[src/rtl/conv_window_addr_gen_if.sv]
// Beat interface between the window address generator and its consumer.
// Carries the scan request/abort controls, the valid/ready beat handshake,
// the read address, the output pixel coordinates, window flags and status.
//   master : generator side (drives beats and status, receives controls)
//   slave  : consumer side (drives controls and out_ready)
interface conv_window_addr_gen_if #(
    parameter int unsigned ADDR_W  = 16,
    parameter int unsigned COORD_W = 10
);
    logic               start;
    logic               clr;
    logic               out_valid;
    logic               out_ready;
    logic [ADDR_W-1:0]  addr;
    logic [COORD_W-1:0] out_row;
    logic [COORD_W-1:0] out_col;
    logic               win_first;
    logic               win_last;
    logic               scan_last;
    logic               busy;
    logic               done;

    modport master (
        input  start, clr, out_ready,
        output out_valid, addr, out_row, out_col,
               win_first, win_last, scan_last, busy, done
    );

    modport slave (
        output start, clr, out_ready,
        input  out_valid, addr, out_row, out_col,
               win_first, win_last, scan_last, busy, done
    );
endinterface

[src/rtl/conv_window_addr_gen.sv]
// Convolution/pooling window address generator.
// Walks every output pixel (oy, ox) and, within it, every channel c and
// kernel tap (ky, kx), emitting one linear feature-map read address per beat.
// Ports:
//   clk : clock, rising edge
//   rst : asynchronous active-high reset
//   bus : master side of conv_window_addr_gen_if (start/clr/out_ready in;
//         out_valid/addr/out_row/out_col/win_first/win_last/scan_last/
//         busy/done out, all registered)
module conv_window_addr_gen #(
    parameter int unsigned IMG_W   = 28,
    parameter int unsigned IMG_H   = 28,
    parameter int unsigned K       = 3,
    parameter int unsigned STRIDE  = 1,
    parameter int unsigned CH      = 1,
    parameter int unsigned ADDR_W  = 16,
    parameter int unsigned COORD_W = 10
) (
    input  logic                   clk,
    input  logic                   rst,
    conv_window_addr_gen_if.master bus
);
    localparam int unsigned OUT_W = (IMG_W - K) / STRIDE + 1;
    localparam int unsigned OUT_H = (IMG_H - K) / STRIDE + 1;
    localparam int unsigned KW    = 4;
    localparam int unsigned CW    = 7;

    localparam logic [ADDR_W-1:0] KY_STEP   = ADDR_W'(IMG_W);
    localparam logic [ADDR_W-1:0] ROW_STEP  = ADDR_W'(STRIDE * IMG_W);
    localparam logic [ADDR_W-1:0] COL_STEP  = ADDR_W'(STRIDE);
    localparam logic [ADDR_W-1:0] CHAN_STEP = ADDR_W'(IMG_W * IMG_H);

    typedef enum logic [1:0] {IDLE, RUN, DONE} state_t;

    state_t              state_q, state_d;
    logic [KW-1:0]       kx_q, kx_d, ky_q, ky_d;
    logic [CW-1:0]       c_q, c_d;
    logic [COORD_W-1:0]  ox_q, ox_d, oy_q, oy_d;
    logic [ADDR_W-1:0]   ky_off_q, ky_off_d;
    logic [ADDR_W-1:0]   row_base_q, row_base_d;
    logic [ADDR_W-1:0]   col_base_q, col_base_d;
    logic [ADDR_W-1:0]   chan_base_q, chan_base_d;
    logic [ADDR_W-1:0]   addr_q, addr_d;
    logic                valid_q, valid_d;
    logic                busy_q, busy_d;
    logic                done_q, done_d;
    logic                wf_q, wf_d, wl_q, wl_d, sl_q, sl_d;
    logic                load;
    logic                last_tap;

    // State, loop counters, running bases and registered outputs.
    always_ff @(posedge clk or posedge rst) begin
        if (rst) begin
            state_q     <= IDLE;
            kx_q        <= '0;
            ky_q        <= '0;
            c_q         <= '0;
            ox_q        <= '0;
            oy_q        <= '0;
            ky_off_q    <= '0;
            row_base_q  <= '0;
            col_base_q  <= '0;
            chan_base_q <= '0;
            addr_q      <= '0;
            valid_q     <= 1'b0;
            busy_q      <= 1'b0;
            done_q      <= 1'b0;
            wf_q        <= 1'b0;
            wl_q        <= 1'b0;
            sl_q        <= 1'b0;
        end else begin
            state_q     <= state_d;
            kx_q        <= kx_d;
            ky_q        <= ky_d;
            c_q         <= c_d;
            ox_q        <= ox_d;
            oy_q        <= oy_d;
            ky_off_q    <= ky_off_d;
            row_base_q  <= row_base_d;
            col_base_q  <= col_base_d;
            chan_base_q <= chan_base_d;
            addr_q      <= addr_d;
            valid_q     <= valid_d;
            busy_q      <= busy_d;
            done_q      <= done_d;
            wf_q        <= wf_d;
            wl_q        <= wl_d;
            sl_q        <= sl_d;
        end
    end

    // Next state, loop-nest advance (kx, ky, c, ox, oy) and next outputs.
    always_comb begin
        state_d     = state_q;
        kx_d        = kx_q;
        ky_d        = ky_q;
        c_d         = c_q;
        ox_d        = ox_q;
        oy_d        = oy_q;
        ky_off_d    = ky_off_q;
        row_base_d  = row_base_q;
        col_base_d  = col_base_q;
        chan_base_d = chan_base_q;
        addr_d      = addr_q;
        valid_d     = valid_q;
        busy_d      = busy_q;
        done_d      = 1'b0;
        wf_d        = wf_q;
        wl_d        = wl_q;
        sl_d        = sl_q;
        load        = 1'b0;
        last_tap    = 1'b0;

        case (state_q)
            IDLE: begin
                if (bus.start) begin
                    kx_d        = '0;
                    ky_d        = '0;
                    c_d         = '0;
                    ox_d        = '0;
                    oy_d        = '0;
                    ky_off_d    = '0;
                    row_base_d  = '0;
                    col_base_d  = '0;
                    chan_base_d = '0;
                    valid_d     = 1'b1;
                    busy_d      = 1'b1;
                    load        = 1'b1;
                    state_d     = RUN;
                end
            end
            RUN: begin
                if (bus.out_ready) begin
                    if (sl_q) begin
                        valid_d = 1'b0;
                        busy_d  = 1'b0;
                        done_d  = 1'b1;
                        wf_d    = 1'b0;
                        wl_d    = 1'b0;
                        sl_d    = 1'b0;
                        state_d = DONE;
                    end else begin
                        load = 1'b1;
                        if (kx_q != KW'(K - 1)) begin
                            kx_d = kx_q + KW'(1);
                        end else begin
                            kx_d = '0;
                            if (ky_q != KW'(K - 1)) begin
                                ky_d     = ky_q + KW'(1);
                                ky_off_d = ky_off_q + KY_STEP;
                            end else begin
                                ky_d     = '0;
                                ky_off_d = '0;
                                if (c_q != CW'(CH - 1)) begin
                                    c_d         = c_q + CW'(1);
                                    chan_base_d = chan_base_q + CHAN_STEP;
                                end else begin
                                    c_d         = '0;
                                    chan_base_d = '0;
                                    if (ox_q != COORD_W'(OUT_W - 1)) begin
                                        ox_d       = ox_q + COORD_W'(1);
                                        col_base_d = col_base_q + COL_STEP;
                                    end else begin
                                        ox_d       = '0;
                                        col_base_d = '0;
                                        oy_d       = oy_q + COORD_W'(1);
                                        row_base_d = row_base_q + ROW_STEP;
                                    end
                                end
                            end
                        end
                    end
                end
            end
            DONE: begin
                state_d = IDLE;
            end
            default: begin
                state_d = IDLE;
            end
        endcase

        // Address and flags are formed from the post-advance counters so they
        // land in the output registers together with the new coordinates.
        if (load) begin
            addr_d   = chan_base_d + row_base_d + ky_off_d + col_base_d
                     + ADDR_W'(kx_d);
            last_tap = (kx_d == KW'(K - 1)) && (ky_d == KW'(K - 1))
                    && (c_d == CW'(CH - 1));
            wf_d     = (kx_d == '0) && (ky_d == '0) && (c_d == '0);
            wl_d     = last_tap;
            sl_d     = last_tap && (ox_d == COORD_W'(OUT_W - 1))
                    && (oy_d == COORD_W'(OUT_H - 1));
        end

        // Abort wins over start and over beat acceptance.
        if (bus.clr) begin
            state_d = IDLE;
            valid_d = 1'b0;
            busy_d  = 1'b0;
            done_d  = 1'b0;
            wf_d    = 1'b0;
            wl_d    = 1'b0;
            sl_d    = 1'b0;
        end
    end

    assign bus.out_valid = valid_q;
    assign bus.addr      = addr_q;
    assign bus.out_row   = oy_q;
    assign bus.out_col   = ox_q;
    assign bus.win_first = wf_q;
    assign bus.win_last  = wl_q;
    assign bus.scan_last = sl_q;
    assign bus.busy      = busy_q;
    assign bus.done      = done_q;
endmodule

[src/flat_wrapper.sv]
// flat-port wrapper written by rule: the top's interface ports become plain ports
module conv_window_addr_gen_flat 
#(
    parameter int unsigned IMG_W   = 28,
    parameter int unsigned IMG_H   = 28,
    parameter int unsigned K       = 3,
    parameter int unsigned STRIDE  = 1,
    parameter int unsigned CH      = 1,
    parameter int unsigned ADDR_W  = 16,
    parameter int unsigned COORD_W = 10
)
  (clk, rst, bus_start, bus_clr, bus_out_ready, bus_out_valid, bus_addr, bus_out_row, bus_out_col, bus_win_first, bus_win_last, bus_scan_last, bus_busy, bus_done);
  conv_window_addr_gen_if #(.ADDR_W(ADDR_W), .COORD_W(COORD_W)) bus_i ();
  input  logic clk;
  input  logic rst;
  input wire logic [$bits(bus_i.start)-1:0] bus_start;
  input wire logic [$bits(bus_i.clr)-1:0] bus_clr;
  input wire logic [$bits(bus_i.out_ready)-1:0] bus_out_ready;
  output wire logic [$bits(bus_i.out_valid)-1:0] bus_out_valid;
  output wire logic [$bits(bus_i.addr)-1:0] bus_addr;
  output wire logic [$bits(bus_i.out_row)-1:0] bus_out_row;
  output wire logic [$bits(bus_i.out_col)-1:0] bus_out_col;
  output wire logic [$bits(bus_i.win_first)-1:0] bus_win_first;
  output wire logic [$bits(bus_i.win_last)-1:0] bus_win_last;
  output wire logic [$bits(bus_i.scan_last)-1:0] bus_scan_last;
  output wire logic [$bits(bus_i.busy)-1:0] bus_busy;
  output wire logic [$bits(bus_i.done)-1:0] bus_done;
  assign bus_i.start = bus_start;
  assign bus_i.clr = bus_clr;
  assign bus_i.out_ready = bus_out_ready;
  assign bus_out_valid = bus_i.out_valid;
  assign bus_addr = bus_i.addr;
  assign bus_out_row = bus_i.out_row;
  assign bus_out_col = bus_i.out_col;
  assign bus_win_first = bus_i.win_first;
  assign bus_win_last = bus_i.win_last;
  assign bus_scan_last = bus_i.scan_last;
  assign bus_busy = bus_i.busy;
  assign bus_done = bus_i.done;
  conv_window_addr_gen #(.IMG_W(IMG_W), .IMG_H(IMG_H), .K(K), .STRIDE(STRIDE), .CH(CH), .ADDR_W(ADDR_W), .COORD_W(COORD_W)) u_core (.clk(clk), .rst(rst), .bus(bus_i));
endmodule
[config.mk]
export PLATFORM = sky130hd
export DESIGN_NAME = conv_window_addr_gen_flat
export DESIGN_NICKNAME = d
export VERILOG_FILES = /design/src/rtl/conv_window_addr_gen_if.sv /design/src/rtl/conv_window_addr_gen.sv /design/src/flat_wrapper.sv
export SDC_FILE = /design/constraint.sdc
export NUM_CORES = 1
export LEC_CHECK = 0
export BUFFER_PORTS_ARGS = -buffer_cell sky130_fd_sc_hd__buf_2
export CORE_MARGIN = 2
export CORE_UTILIZATION = 55
export CTS_CLUSTER_SIZE = 28
export DETAILED_ROUTE_END_ITERATION = 10
export PLACE_DENSITY = 0.76
export RECOVER_POWER = 25
export REMOVE_ABC_BUFFERS = 1
export SLEW_MARGIN = 20
export SYNTH_ARGS = -nofsm -noshare
export SYNTH_HDL_FRONTEND = slang
export SYNTH_SLANG_ARGS = --single-unit
[constraint.sdc]
create_clock -name clk -period 8.08 [get_ports clk]
set_input_delay 0 -clock clk [delete_from_list [all_inputs] [get_ports clk]]
set_output_delay 0 -clock clk [all_outputs]
set_load 0.1 [all_outputs]
# Word level (Yosys, flattened, before mapping)
# Index checks and enable logic that the tools add are counted.
# totals
input_bits	5
word_cells	149
out_inout_bits	42
regBits	122
# op_classes
n_reduce_logical	19
mux	90
addsub	13
n_eq_ne	11
# ops
op	count
2-to-1 mux 16 bit	25
2-to-1 mux 10 bit	14
case mux 16 bit (2 select lines)	4
adder 16 bit	3
2-to-1 mux 7 bit	6
case mux 10 bit (2 select lines)	2
2-to-1 mux 4 bit	9
adder 16 x 5 -> 16 bit (second input constant)	2
adder 10 x 1 -> 10 bit (second input constant)	2
equality test 10 x 5 -> 1 bit (second input constant)	2
2-to-1 mux 1 bit	20
adder 16 x 1 -> 16 bit (second input constant)	1
adder 16 x 10 -> 16 bit (second input constant)	1
adder 16 x 4 -> 16 bit	1
case mux 4 bit (2 select lines)	2
case mux 7 bit (2 select lines)	1
nonzero test 3 bit	4
!= test 10 x 5 -> 1 bit (second input constant)	1
adder 4 x 1 -> 4 bit (second input constant)	2
equality test 4 x 2 -> 1 bit (second input constant)	2
logical NOT 4 bit	2
2-to-1 mux 2 bit	4
!= test 4 x 2 -> 1 bit (second input constant)	2
adder 7 x 1 -> 7 bit (second input constant)	1
12 further kinds	20

# Depth between registers and ports, before layout
# logic_depth
depth_word	13
depth_mapped	28

# Worst setup path before layout
# Ideal clock, no wire load.
# synth_path
path_type	register to register
start	register u_core.sl_q, in the netlist u_core.bus.scan_last
end	register u_core.addr_q[15], in the netlist u_core.bus.addr[15]
arrival_ns	6.100
path_buffers	2
period_less_slack_ns	6.231
t_required_ns	7.949
slack_ns	1.849
stages_incl_launch_ff	22
cell_sequence	dfrtp_1 > nor4bb_1 > and3_1 > clkbuf_1 > o21ai_0 > clkbuf_1 > or3_1 > a21oi_1 > fa_1 > fa_1 > inv_1 > fa_1 > fa_1 > nor2b_1 > o21ai_0 > a21boi_0 > nor4_1 > o31ai_1 > o41ai_1 > o21ai_0 > xor2_1 > o21ai_1
# synth_lines
element	line_no	text
from (decl)	conv_window_addr_gen.sv:47	logic wf_q, wf_d, wl_q, wl_d, sl_q, sl_d;
from (signal assigned)	conv_window_addr_gen.sv:88	sl_q <= sl_d;
2-to-1 mux 16 bit	conv_window_addr_gen.sv:134	if (sl_q) begin
2-to-1 mux 16 bit	conv_window_addr_gen.sv:133	if (bus.out_ready) begin
case mux 16 bit (2 select lines)	conv_window_addr_gen.sv:114	case (state_q)
net u_core.col_base_d[2]	conv_window_addr_gen.sv:41	logic [ADDR_W-1:0] col_base_q, col_base_d;
adder 16 bit	conv_window_addr_gen.sv:186	addr_d = chan_base_d + row_base_d + ky_off_d + col_base_d
adder 16 x 4 -> 16 bit	conv_window_addr_gen.sv:187	+ ADDR_W'(kx_d);
to (signal assigned)	conv_window_addr_gen.sv:82	addr_q <= addr_d;
to (decl)	conv_window_addr_gen.sv:43	logic [ADDR_W-1:0] addr_q, addr_d;
# The timed path passes the listed nets, and every way through them passes these cells.
# A chain may end at the register's enable or synchronous reset.

# Worst setup path in the final report
# layout_path
start	register u_core.ky_q[0]
end	register u_core.addr_q[15], in the netlist u_core.bus.addr[15]
# layout_lines
element	line_no	text
from (decl)	conv_window_addr_gen.sv:36	logic [KW-1:0] kx_q, kx_d, ky_q, ky_d;
from (signal assigned)	conv_window_addr_gen.sv:74	ky_q <= ky_d;
!= test 4 x 2 -> 1 bit	conv_window_addr_gen.sv:148	if (ky_q != KW'(K - 1)) begin
2-to-1 mux 16 bit	conv_window_addr_gen.sv:148	
2-to-1 mux 16 bit	conv_window_addr_gen.sv:144	if (kx_q != KW'(K - 1)) begin
2-to-1 mux 16 bit	conv_window_addr_gen.sv:134	
2-to-1 mux 16 bit	conv_window_addr_gen.sv:133	
case mux 16 bit (2 select lines)	conv_window_addr_gen.sv:114	
net u_core.col_base_d[3]	conv_window_addr_gen.sv:41	
adder 16 bit	conv_window_addr_gen.sv:186	
adder 16 x 4 -> 16 bit	conv_window_addr_gen.sv:187	
# The timed path passes the listed nets, and every way through them passes these cells.

==> impl_metrics.csv <==
group,metric,value,unit
setup_path,r2r_cells,23,
floorplan,num_io_pins,47,
timing,rsz0062_at_grt,"no",
detailed_routing,wire_per_inst,19.4,um
setup_path,ff2ff_setup_slack,1.14,ns
clock_network,clock_path_buffers,2,
detailed_routing,vias_per_cell,6.29,
timing,setup_violations,0,
clock_network,clkTransAtPathRegs,0.06,ns
floorplan,die_w,125,um
floorplan,coreArea,14500,um2
finish,drive_gt1_frac,0.113,
floorplan,fp.dieArea,15700,um2
finish,layout_commonest_cell,"dfrtp_1",
yosys,yosys-top-cells-area,"dfrtp_1 38%, fa_1 8.1%, o21ai_0 6.5%",
yosys,syn_area,8110,um2
yosys,yosysWarningCount,0,
finish,multiInputGateArea,4650,um2
detailed_routing,first_iter_violations,669,
grt,grt_pass1_vias,6895,
timing,slew-limit-headroom,-0.915,
timing,min_period,6.94,ns
clock_network,cts_made_buffers,17,
hold_path,min-delay-start,"bus_out_ready",
hold_path,hold_depth,3,
yosys,synth_compound_area_frac,0.175,
timing,finalHoldViolations,0,
grt,grt_usage,0.290,
timing,worst_pin_slew,2.86,ns
setup_path,cpLargestDelayFamily,"simple AND/OR/NAND/NOR gates",
grt,grt_overflow,0,
yosys,synth-seq-cells,122,
yosys,seq_area_frac_synth,0.376,
yosys,synth_mux_area_frac,0.0119,
grt,grt_max_degree,66,
yosys,synth_top_family_by_area,"simple AND/OR/NAND/NOR gates",
run_status,violations,"max-capacitance violations, max-slew violations",
floorplan,die_h,125,um
power,peakVddDrop,0.130,mV
clock_network,root_buffer,"clkbuf_16",
detailed_routing,final_antenna_net_count,0,
placement,hpwl,15.5,mm
floorplan,initial_core_util,0.560,
finish,diodes,0,
clock_network,cts_resized,0,
hold_path,hold_class,"in2reg",
setup_path,cp_slowest_cell,"and3_1",
setup_path,worstPathArrival,7.23,ns
finish,final_nets,1010,
yosys,synth-simple-area-share,0.218,
timing,skew,0.00904,ns
detailed_routing,drc,0,
finish,final_cell_mix,"122 x dfrtp_1, 105 x o21ai_0, 92 x nand2_1",
setup_path,r2r_start,"u_core.ky_q[0]",
yosys,yosys.area.top_type_share,0.376,
finish,finalInstanceArea,9050,um2
yosys,avgSynthCellArea,9.03,um2
yosys,synth_top_area_cell,"dfrtp_1",
flow_run,drv_cap,1,
grt,antenna_found_initial,0,
clock_network,cts_hold_buf,2,
timing,fin_setup_tns,0,ns
finish,regArea,3050,um2
clock_network,post_cts_buffers,0,
power,p_leak,0.00415,uW
setup_path,crit_path_end_kind,"register",
setup_path,cp_max_fo,16,
yosys,syn_inst,898,
timing,max_freq,144,MHz
yosys,async_reset_ff_frac,1.00,
timing,slew_violations,66,
finish,fillers,1224,
run_status,status,"finished with violations",
placement,port_buffers,46,
clock_network,cts_tree,"yes",
yosys,synth_edf_count,0,
setup_path,worst-path-buf-inv,3,
clock_network,htreeDepth,4,
setup_path,worst-endpoint-required,8.37,ns
placement,place_area,8460,um2
grt,grt_pass1_wl,36.0,mm
timing,finalCritPeriodShare,0.860,
clock_network,clock_latency,0.43,ns
yosys,synthXorXnorAreaFrac,0.0276,
clock_network,clock_sinks,122,
detailed_routing,first_pass_iters,6,
detailed_routing,vias,7111,
timing,hold_ws,0.0207,ns
floorplan,core.rowCount,44,
power,pwr_density_cell,166,nW/um2
setup_path,path_class,"reg2reg",
hold_path,min_to,"u_core.state_q[1]",
placement,place_congestion,0.919,
setup_path,path_cells,"inv_1 > ha_1 > nor3b_2 > and3_1 > o21ai_1 > nor3_1 > a21oi_1 > nor2_1 > fa_1 > fa_1 > inv_1 > fa_1 > inv_1 > ha_1 > nor2b_1 > o21ai_0 > a21boi_0 > nor4_1 > o31ai_1 > o41ai_1 > o21ai_0 > xor2_1 > o21ai_1",
detailed_routing,routed_wl,21.9,mm
yosys,synthDistinctLibCells,71,
setup_path,max_stage_delay,0.62,ns
setup_path,reg2reg_to,"u_core.bus.addr[15]",
yosys,synth_fa_ha_area_frac,0.140,
setup_path,cp-start-kind,"register",
yosys,synth_ff_type,"dfrtp_1",
finish,synthToLayoutAreaGrowth,11.6,%
## metal layers
| layer | track usage | routed length [um] | vias to the layer above |
|---|---|---|---|
| li1 | - | - | 3296 |
| met1 | 0.390 | 9110 | 3371 |
| met2 | 0.446 | 10000 | 378 |
| met3 | 0.0535 | 1830 | 66 |
| met4 | 0.159 | 957 | 0 |
| met5 | 0 | 0 | - |
## how the worst max path moves through the flow
| stage | to | from | slack (ns) | cells past startpoint |
|---|---|---|---|---|
| after floorplan | u_core.bus.addr[15] | u_core.bus.out_col[0] | 1.61 | 22 |
| after global placement | u_core.bus.addr[15] | u_core.ky_q[0] | 1.33 | 21 |
| after detailed placement | u_core.bus.addr[15] | u_core.c_q[0] | 1.13 | 23 |
| after CTS | u_core.bus.addr[15] | u_core.c_q[0] | 1.03 | 23 |
| after global routing | u_core.bus.addr[15] | u_core.ky_q[0] | 0.52 | 23 |
| final | u_core.bus.addr[15] | u_core.ky_q[0] | 1.14 | 23 |
## where the power goes
part	internal, uW	total, uW	switching (uW)	leakage (uW)
sequential	617	622	5.89	0.00170
combinational	23.9	124	100	0.00218
clock	467	755	288	0.000278
## worst reg2reg max path: stages (launching register included)
cell,delay (ns)
dfrtp_1,0.43
inv_1,0.08
ha_1,0.14
nor3b_2,0.48
and3_1,0.62
o21ai_1,0.44
nor3_1,0.29
a21oi_1,0.07
nor2_1,0.24
fa_1,0.48
fa_1,0.56
inv_1,0.07
fa_1,0.54
inv_1,0.05
ha_1,0.33
nor2b_1,0.14
o21ai_0,0.18
a21boi_0,0.18
nor4_1,0.39
o31ai_1,0.18
o41ai_1,0.48
o21ai_0,0.20
xor2_1,0.18
o21ai_1,0.07
## cell families after synthesis
| family | count (synthesis) |
|---|---|
| AO/OA/AOI/OAI | 240 |
| XOR/XNOR | 24 |
| adder cells (fa/ha/maj) | 71 |
| buffers and inverters | 100 |
| flip-flops | 122 |
| multiplexers | 9 |
| AND/OR/NAND/NOR | 332 |
## sequential cells by signal, indices dropped and copies added (netlist names), 4 cells and up
| register | flops |
|---|---|
| u_core.col_base_q | 16 |
| u_core.bus.out_col | 10 |
| u_core.chan_base_q | 16 |
| u_core.c_q | 7 |
| u_core.row_base_q | 16 |
| u_core.bus.addr | 16 |
| u_core.ky_q | 4 |
| u_core.ky_off_q | 16 |
| u_core.kx_q | 4 |
| u_core.bus.out_row | 10 |
## per-stage QoR
| stage | util | power (uW) | instances | worst slack [ns] |
|---|---|---|---|---|
| after global routing | 0.625 | 1540 | 1131 | 0.517 |
| final | 0.625 | 1500 | 1131 | 1.14 |
| after floorplan | - | 716 | 858 | 1.61 |
| after detailed placement | 0.584 | 755 | 1097 | 1.13 |
| after global placement | 0.584 | 753 | 1097 | 1.33 |
| after CTS | 0.626 | 1500 | 1131 | 1.03 |
## layout make-up
cell class / instances / share of cell area
clock buffer: 20 / 0.0505
multi-input combinational: 676 / 0.514
timing repair buffer: 57 / 0.0341
clock inverter: 12 / 0.0137
sequential: 122 / 0.337
tap: 184 / 0.0254
inverter: 60 / 0.0250
## synthesized netlist by cell type (6+ instances only)
cell type / instances
a31oi_1: 14
xor2_1: 11
nand3_1: 43
nand4_1: 19
xnor2_1: 12
and2_1: 8
or3_1: 7
nor4_1: 13
and3_1: 18
dfrtp_1: 122
fa_1: 33
o21ai_0: 106
inv_1: 60
nor2_1: 58
o21a_1: 6
a21o_1: 6
nor3_1: 29
o31ai_1: 14
clkbuf_1: 26
nand2_1: 92
ha_1: 38
buf_2: 8
a21oi_1: 49
Power figures use the tool's default switching activity.
